`config.mk`:
```
export PLATFORM = sky130hd
export DESIGN_NAME = instruction_fetch
export DESIGN_NICKNAME = d
export VERILOG_FILES = /design/src/rtl/instruction_fetch_pkg.sv /design/src/rtl/instruction_fetch_pc.sv /design/src/rtl/instruction_fetch.sv
export SDC_FILE = /design/constraint.sdc
export NUM_CORES = 1
export LEC_CHECK = 0
export BUFFER_PORTS_ARGS = -buffer_cell sky130_fd_sc_hd__buf_4
export CAP_MARGIN = 20
export CORE_UTILIZATION = 35
export DETAILED_ROUTE_END_ITERATION = 7
export PLACE_DENSITY = 0.57
export SYNTH_ARGS = -nofsm -noshare
export SYNTH_HDL_FRONTEND = slang
export SYNTH_SLANG_ARGS = --single-unit
```
`constraint.sdc`:
```
create_clock -name clk -period 2.1 [get_ports clk]
set_clock_uncertainty 0.15 [all_clocks]
set_input_delay 0.105 -clock clk [delete_from_list [all_inputs] [get_ports clk]]
set_output_delay 0.105 -clock clk [all_outputs]
set_load 0.02 [all_outputs]
```
`src/rtl/instruction_fetch_pkg.sv`:
```
// microarch_defs: shared fetch FSM states, latency bound and instruction layout
package microarch_defs;
  typedef enum logic [1:0] {FS_IDLE, FS_ADDR, FS_WAIT, FS_LOAD} fetch_state_t;
  localparam int MEM_LATENCY_MAX = 4;
  typedef struct packed {
    logic [3:0] opcode;
    logic [3:0] operand;
  } instruction_t;
endpackage

```
`src/rtl/instruction_fetch_pc.sv`:
```
// program_counter: wrapping counter with parallel load (jump) taking priority over increment
module program_counter #(
  parameter int W = 4
) (
  input  logic         clk,
  input  logic         reset_n,
  input  logic         load,
  input  logic [W-1:0] load_val,
  input  logic         inc,
  output logic [W-1:0] count
);
  logic [W-1:0] count_q;
  always_ff @(posedge clk or negedge reset_n)
    if (!reset_n) count_q <= '0;
    else if (load) count_q <= load_val;
    else if (inc) count_q <= count_q + 1'b1;
  assign count = count_q;
endmodule

```
`src/rtl/instruction_fetch.sv`:
```
// instruction_fetch: on request reads one program byte and strobes it into the instruction register
module instruction_fetch
  import microarch_defs::*;
#(
  parameter int ADDR_WIDTH  = 4,
  parameter int DATA_WIDTH  = 8,
  parameter int MEM_LATENCY = 1
) (
  input  logic                  clk,
  input  logic                  reset_n,
  input  logic                  fetch_req,
  input  logic                  halt,
  input  logic                  jump_en,
  input  logic [ADDR_WIDTH-1:0] jump_addr,
  output logic [ADDR_WIDTH-1:0] mem_addr,
  output logic                  mem_rd,
  input  logic [DATA_WIDTH-1:0] mem_data,
  output logic [DATA_WIDTH-1:0] ir_data,
  output logic                  ir_load,
  output logic                  fetch_done,
  output logic                  busy,
  output logic [ADDR_WIDTH-1:0] pc
);
  localparam int LW = $clog2(MEM_LATENCY_MAX);
  fetch_state_t          state_q, state_d;
  logic [LW-1:0]         lat_q, lat_d;
  logic [ADDR_WIDTH-1:0] mem_addr_q, mem_addr_d;
  logic [DATA_WIDTH-1:0] ir_data_q, ir_data_d;
  logic                  ir_load_q;
  logic                  jump;
  program_counter #(.W(ADDR_WIDTH)) u_pc (
    .clk      (clk),
    .reset_n  (reset_n),
    .load     (jump),
    .load_val (jump_addr),
    .inc      (state_q == FS_LOAD),
    .count    (pc)
  );
  always_comb begin
    state_d    = state_q;
    lat_d      = lat_q;
    mem_addr_d = mem_addr_q;
    ir_data_d  = ir_data_q;
    jump       = 1'b0;
    case (state_q)
      FS_IDLE: begin
        // halt freezes the PC, so it also suppresses jumps
        jump = jump_en && !halt;
        if (!jump_en && fetch_req && !halt) begin
          state_d    = FS_ADDR;
          mem_addr_d = pc;
        end
      end
      FS_ADDR: begin
        lat_d   = LW'(MEM_LATENCY - 1);
        state_d = FS_WAIT;
      end
      FS_WAIT: begin
        lat_d     = (lat_q == '0) ? lat_q : lat_q - 1'b1;
        ir_data_d = (lat_q == '0) ? mem_data : ir_data_q;
        state_d   = (lat_q == '0) ? FS_LOAD : FS_WAIT;
      end
      FS_LOAD: state_d = FS_IDLE;
    endcase
  end
  always_ff @(posedge clk or negedge reset_n)
    if (!reset_n) begin
      state_q    <= FS_IDLE;
      lat_q      <= '0;
      mem_addr_q <= '0;
      ir_data_q  <= '0;
      ir_load_q  <= 1'b0;
    end else begin
      state_q    <= state_d;
      lat_q      <= lat_d;
      mem_addr_q <= mem_addr_d;
      ir_data_q  <= ir_data_d;
      ir_load_q  <= state_d == FS_LOAD;
    end
  assign mem_addr   = mem_addr_q;
  assign mem_rd     = (state_q == FS_ADDR) || (state_q == FS_WAIT);
  assign ir_data    = ir_data_q;
  assign ir_load    = ir_load_q;
  assign fetch_done = ir_load_q;
  assign busy       = state_q != FS_IDLE;
endmodule

```
==> results by stage, run 1 <==
Status:
- The run finished with clean final reports.

Pwr:
- The switching power is 0.822 mW.
- Of the total power, the share spent switching nets is 0.407.
- The static leakage is 0.664 nW.
- The total power consumption of the routed design is 2.02 mW.
- The internal cell power is 1.20 mW.
- In this run the power density over the cells is 1440 nW/um^2.
- Of the total power, combinational logic draws 0.543.
- Across the VDD grid, the largest voltage drop is 913 uV.
- The power share of the sequential group is 0.362.
- Of the total power, the clock network draws 0.095.

Synthesis:
- In this run, synthesis inferred 0 flip-flops with an integrated enable.
- For this run, the number of Yosys warnings is 0.
- The number of nets in the synthesized netlist is 95.
- By area the synthesized netlist is led by dfrtp_1, mux2_2, ha_1.
- The share of the Yosys chip area taken by registers is 0.558.
- The average cell area after synthesis is 13.1 um^2.
- The share of synthesized area in the top cell type comes to 0.558.
- By instance count, the leading cell after synthesis is dfrtp_1.
- In this run, distinct cell masters in the synthesized netlist total 21.
- In the synthesized netlist the async set-or-reset flop fraction comes to 1.00.
- Summing every instance area after synthesis gives 942 um^2.
- The largest total area in the synthesized netlist belongs to dfrtp_1.
- The number of synthesized register bits is 21.
- The most used flip-flop cell after synthesis is dfrtp_1.
- After synthesis, the most frequently instantiated cells are dfrtp_1, mux2_2, ha_1, a21oi_1, nor2_1.
- Synthesis produced 72 cells.

Timing:
- The post-route worst setup slack is 0.304 ns.
- In the finished design, the share of the clock period the worst path needs comes to 0.855.
- Hold is met by 0.0195 ns.
- The achievable clock frequency is 557 MHz.
- The worst pin sits at a relative slew slack of 0.753.
- For the pin with the worst max-slew slack, the measured transition is 0.369 ns.
- Setup violations remaining at the end of the flow were counted as 0.
- The final count of hold timing violations came to 0.
- The sum of negative setup slack is 0 ns.
- The time the final worst path needs with I/O delays and setup is 1.80 ns.
- The final max-slew violation count is 0.
- Setup repair after global routing left no endpoint under its margin.

Global route:
- The met1 usage in global routing is 0.180.
- In the global route stage, overall resource usage came out at 0.152.
- For met2 alone, demand over resource in global routing was 0.253.
- The layer flagged by global routing as most heavily used is met2.
- Summed over all layers, the global routing overflow is 0.
- The via count of the first global-routing pass came to 688.
- Entering global routing, the biggest net connects 22 pins.
- The global-route wire length before repair is 3020 um.
- The initial antenna violation count came to 0.
- For met3 alone, demand over resource in global routing was 0.0339.

CTS:
- Buffers added to address setup during post-CTS repair amount to 0.
- TritonCTS built the clock tree.
- The later pin in the worst-skew pair is clocked with a latency of 0.30 ns.
- Gates resized during post-CTS repair numbered 0.
- The clock-pin transition on the worst setup and hold timing paths is 0.12 ns.
- The maximum level of the CTS H-tree is 1.
- The clock drives 21 sinks.
- The maximum root-to-sink buffer count is 2.
- The number of hold buffers added after CTS was 13.
- Buffers inserted during clock tree synthesis total 3.
- The clock root buffer is clkbuf_4.

Die:
- The I/O pin count is 37.
- The number of rows in the core area is 18.
- The die is 53.9 um tall.
- The die width is 53.9 um.
- The initial utilization of the core area, before any placement, comes to 0.377.
- The region available for standard cell placement spans 2500 um^2.
- The area of the die is 2900 um^2.

Detailed routing:
- For this run, design rule violations remaining after detail routing come to 0.
- The average detailed-routed wire length per instance is 12.2 um.
- The detailed-route vias per instance is 4.68.
- The total via count after detailed routing is 720.
- The first-pass iteration count of the detailed router is 4.
- The final layout contains routed wiring with a total length of 1880 um.
- After the first detailed-routing iteration, the DRC count stood at 2.
- The count of nets left with antenna violations once routing finished came out at 0.

Placed design:
- The number of I/O port buffers is 36.
- The half-perimeter wire length after placement is 1370 um.
- Prior to clock tree synthesis, the placed netlist has a worst setup slack of 0.326 ns.
- At the end of routability-driven placement, the weighted congestion stood at 0.682.

Cells and area:
- The final layout net count is 148.
- For this run, the share of the core covered by cells in the final layout is 0.560.
- The share of final-layout standard cells stronger than drive strength 1 is 0.435.
- The multi-input gate area in the final layout is 390 um^2.
- Registers take 526 um^2.
- The area growth from synthesis to final layout is 48.6%.
- The antenna cell count is 0.
- The layout filler cell count is 212.

Job:
- The tool flagged a number of max-cap violations equal to 0.

Critical path:
- The reg2reg setup slack is 0.30 ns.
- For the worst setup path, the data arrival time is 1.84 ns.
- The capture instance of the worst register-to-register path is mem_addr[0].
- The required time at the endpoint of the critical path is 2.15 ns.
- The number of cell instances on the worst register-to-register path is 5.
- The critical path launch point type is a register.
- Tracing the worst setup path back leads to its startpoint at state_q[0].
- The category of the critical setup timing path is reg -> reg.
- STA classifies the critical path endpoint as a register.
- Of all nets on the critical path, the largest fanout is 4.
- In this run the critical register-to-register path is launched from state_q[0].

Worst hold path:
- The origin of the worst min-delay path is halt.
- The count of cells along the worst hold path is 3.
- The worst hold path class is in -> reg.
- The worst hold path terminates at state_q[0].
-- layer usage --
| layer | share of wire | wire [um] |
|---|---|---|
| met5 | 0 | 0 |
| met4 | 0.0085 | 16 |
| met3 | 0.064 | 120 |
| met2 | 0.49 | 927 |
| met1 | 0.43 | 819 |
-- worst max-delay path: stages (launching register included) --
cell and delay [ns]:
dfrtp_1 0.42, inv_1 0.11, ha_1 0.24, inv_2 0.07, nor4b_4 0.32, mux2_2 0.37
-- cell type report --
cell class / instances / share of cell area
Inverter: 5 / 0.0134
Multi-Input combinational cell: 45 / 0.279
Timing Repair Buffer: 49 / 0.286
Clock buffer: 3 / 0.0161
Clock inverter: 1 / 0.00357
Sequential cell: 21 / 0.375
Tap cell: 30 / 0.0268
-- cell families after synthesis --
group	share of synthesized area
compound gates	0.0558
flops	0.558
simple gates	0.0877
buf+inv	0.0279
fa+ha+maj	0.0797
xor+xnor	0.0372
mux	0.154
-- how the worst max path moves through the flow --
stage               slack [ns]     endpoint  cells after the start
finish                    0.30  mem_addr[0]                      5
CTS                       0.30  mem_addr[3]                      5
detailed placement        0.33  mem_addr[0]                      5
floorplan                 0.40  mem_addr[0]                      5
global route              0.20  mem_addr[1]                      5
global placement          0.37  mem_addr[0]                      5
-- power by group through the flow --
stage	Combinational [mW]	Clock, mW	Sequential [mW]
6_report	1.10	0.193	0.731
2_1_floorplan	0.475	0	0.918
3_3_place_gp	1.08	0	0.732
3_5_place_dp	1.09	0	0.738
5_1_grt	1.20	0.218	0.762
4_1_cts	1.12	0.200	0.732
-- through the flow --
step | area (um^2) | cells
after global routing | 1400 | 154
after global placement | 1240 | 137
after detailed placement | 1240 | 137
final | 1400 | 154
after floorplan | 942 | 72
after CTS | 1400 | 154
-- placed cells by master (no fill, tap or decap) --
cell type      Yosys  routed
inv_2              1       1
xor2_1             2       2
nand4_1            1       1
nand3b_1           1       1
a21oi_1            5       5
and2_1             1       1
clkbuf_4           0       3
o31ai_1            1       1
mux2_2            12      12
clkinv_2           0       1
nor2_1             5       5
nand2_1            3       3
mux2i_1            1       1
a22o_1             1       1
dfrtp_1           21      21
nor4b_4            1       1
or3b_1             1       1
ha_1               6       6
dlygate4sd3_1      0      13
buf_4              1      36
inv_1              4       4
a31oi_1            1       1
xnor2_1            2       2
o21ai_0            1       1
-- state kept, by name (all words and copies together), names as in the netlist --
| name | flops |
|---|---|
| lat_q | 2 |
| u_pc.count | 4 |
| fetch_done | 1 |
| ir_data | 8 |
| mem_addr | 4 |
| state_q | 2 |
(Power assumes the default switching activity.)
==> run 2: changes to the inputs <==
CELL_PAD_IN_SITES_DETAIL_PLACEMENT = 0   (was unset)
CELL_PAD_IN_SITES_GLOBAL_PLACEMENT = 2   (was unset)
CORE_UTILIZATION = 29   (was 35)
PLACE_DENSITY = 0.72   (was 0.57)
SETUP_SLACK_MARGIN = 0.1   (was unset)
==> results by stage, run 2 (synthesized netlist as in run 1, its figures left out) <==
Timing:
- Setup repair after global routing left no endpoint under its margin.
- The final number of setup-violating endpoints is 0 (unchanged).
- The worst relative slew slack is 0.758 (+0.00428).
- The final clock period utilization by the worst path is 0.936 (+0.0808).
- The time the final worst path needs with I/O delays and setup is 1.97 ns (+0.170 ns).
- The transition time at the pin with the least slew margin is 0.363 ns (-0.00641 ns).
- The sum of negative setup slack is 0 ns (unchanged).
- The achievable clock frequency came to 509 MHz (-8.6%).
- The final max-slew violation count is 0 (unchanged).
- The final count of hold timing violations came to 0 (unchanged).

Critical path:
- The worst register-to-register path ends at mem_addr[3].
- The launch instance of the worst register-to-register path is state_q[0].
- By instance count, the cell type seen most on the critical path is dlygate4sd3_1.
- The number of buffers and inverters on the critical path was 3 (+1).
- The reg2reg setup slack was 0.27 ns (-0.03 ns).
- The signal on the critical path passes through dlygate4sd3_1 -> buf_4 -> or3b_1 -> dlygate4sd3_1 -> a31oi_2 -> and2_1.
- Among all stages on the critical path, the largest delay is contributed by dlygate4sd3_1.
- The largest stage delay on the critical path came to 0.57 ns (+0.15 ns).
- The number of cell instances on the worst register-to-register path is 5 (unchanged).
- The required time at the endpoint of the critical path is 2.20 ns (+0.05 ns).
- The worst setup path is launched from an input pin.
- The arrival time of data at the critical path endpoint came to 2.07 ns (+0.23 ns).
- The nature of the critical path endpoint is a register.
- The cell family contributing the most delay on the critical path is buffers and inverters.
- The highest net fanout along the worst path was 3 (-1).
- The category of the critical setup timing path is in -> reg.

Cells and area:
- Leaving out fill and tap cells, the most frequent cell in the layout is buf_4.
- The filler-free cell count of the finished design was 171 (+11%).
- The flip-flop count of the largest register, all copies and words added is 8 (unchanged).
- The area growth from synthesis to final layout is 54.1%.
- The final layout net count is 151 (+2.0%).
- The antenna cell count was 0 (unchanged).
- In the layout the commonest cells are buf_4, dfrtp_1, dlygate4sd3_1.
- The share of final-layout standard cells stronger than drive strength 1 was 0.441 (+0.00546).

Pwr:
- The static leakage is 0.675 nW (+1.7%).
- The power per cell area is 1420 nW/um^2 (-1.3%).
- The peak supply drop is 768 uV (-16%).

Detailed routing:
- The total via count after detailed routing is 732 (+1.7%).
- The first-pass iteration count of the detailed router came to 4 (unchanged).
- The detailed-route vias per instance is 4.28 (-8.4%).
- The overall routed net length is 2010 um (+6.9%).
- The number of remaining DRC errors is 0 (unchanged).
- The number of DRC markers in iteration 0 is 13 (+11).
- The average detailed-routed wire length per instance is 11.8 um (-3.8%).
- The residual antenna-violating net count after detailed routing is 0 (unchanged).

Placed design:
- The half-perimeter wire length after placement is 1350 um (-1.1%).
- The number of I/O port buffers is 36 (unchanged).
- The number of placed instances with taps included was 151 (+10%).
- The last weighted congestion value of the routability-driven placer is 0.694 (+1.7%).

Global route:
- The global-route wire length before repair was 3130 um (+3.4%).
- The global-route usage over all layers is 0.123 (-0.0287).
- The global route total overflow is 0 (unchanged).
- The via count of the first global-routing pass was 741 (+7.7%).
- The initial antenna violation count came to 0 (unchanged).
- The maximum number of pins on one net before global-route repair is 22 (unchanged).

Worst hold path:
- The worst hold path class is in -> async.

CTS:
- The clock sink total is 21 (unchanged).
- The maximum root-to-sink buffer count came to 2 (unchanged).
- The number of clock buffers inserted by TritonCTS is 3 (unchanged).
- The maximum level of the CTS H-tree came to 1 (unchanged).
- The clock-pin transition on the worst setup and hold timing paths was 0.12 ns (about the same).
- The source-to-sink clock delay at the later pin of the worst-skew pair is 0.30 ns (about the same).
- The clock root buffer is clkbuf_4.
- TritonCTS built the clock tree.

Die:
- The I/O pin count is 37 (unchanged).
- The die width came to 59 um (+9.5%).
- The initial core utilization is 0.306 (-0.0708).
- The overall die height is 59 um (+9.5%).
- The placeable core region came to 3080 um^2 (+23%).
- The number of rows in the core area came to 20 (+2).
- The area of the die is 3480 um^2 (+20%).

Status:
- The flow ran to the end, and the final reports show no timing, DRC or antenna violations.

Job:
- The max-cap check violation count was 0 (unchanged).
[run 2: final cells by class]
class                      count  area [um^2]
clock inverter                 1         5.00
multi-input combinational     45          397
inverter                       5         18.8
tap                           44         55.1
timing repair buffer          52          428
fill                         293         1630
sequential                    21          526
clock buffer                   3         22.5
[run 2: per-stage QoR]
step	hold WS, ns	utilization	setup WS (ns)	instance area (um^2)	power (mW)
floorplan	-0.341	-	0.397	942	1.39
global placement	-0.144	0.409	0.388	1260	1.82
detailed placement	-0.143	0.409	0.322	1260	1.82
CTS	0.0329	0.467	0.139	1440	2.05
global route	0.0276	0.472	0.100	1450	2.22
finish	0.0503	0.472	0.134	1450	2.07
[run 2: layer usage]
metal / share of wire / vias to the layer above / GRT usage
met5: 0 / - / 0
met4: 0 / 0 / 0.0204
met3: 0.051 / 0 / 0.0415
met2: 0.53 / 26 / 0.235
met1: 0.42 / 349 / 0.131
li1: - / 357 / -
[run 2: worst max-delay path by stage]
stage                from           to  slack (ns)  cells after the start
3_3_place_gp   state_q[0]  mem_addr[2]        0.39                      5
4_1_cts              halt   fetch_done        0.14                      6
5_1_grt              halt   fetch_done        0.10                      6
3_5_place_dp   state_q[0]  mem_addr[1]        0.32                      5
6_report             halt   fetch_done        0.13                      6
2_1_floorplan  state_q[0]  mem_addr[0]        0.40                      5
[run 2: timing repair]
item / in CTS / in global routing
hold buffers: 15 / 0
buffers inserted: 0 / 1
hold endpoints to repair: 34 / 0
resized for setup: 0 / 1
endpoints found under the setup margin: 0 / 1
[run 2: power breakdown]
group          total, mW  switching, mW  internal (mW)
Combinational       1.14          0.579          0.562
Clock              0.198          0.127         0.0710
Sequential         0.728          0.134          0.594
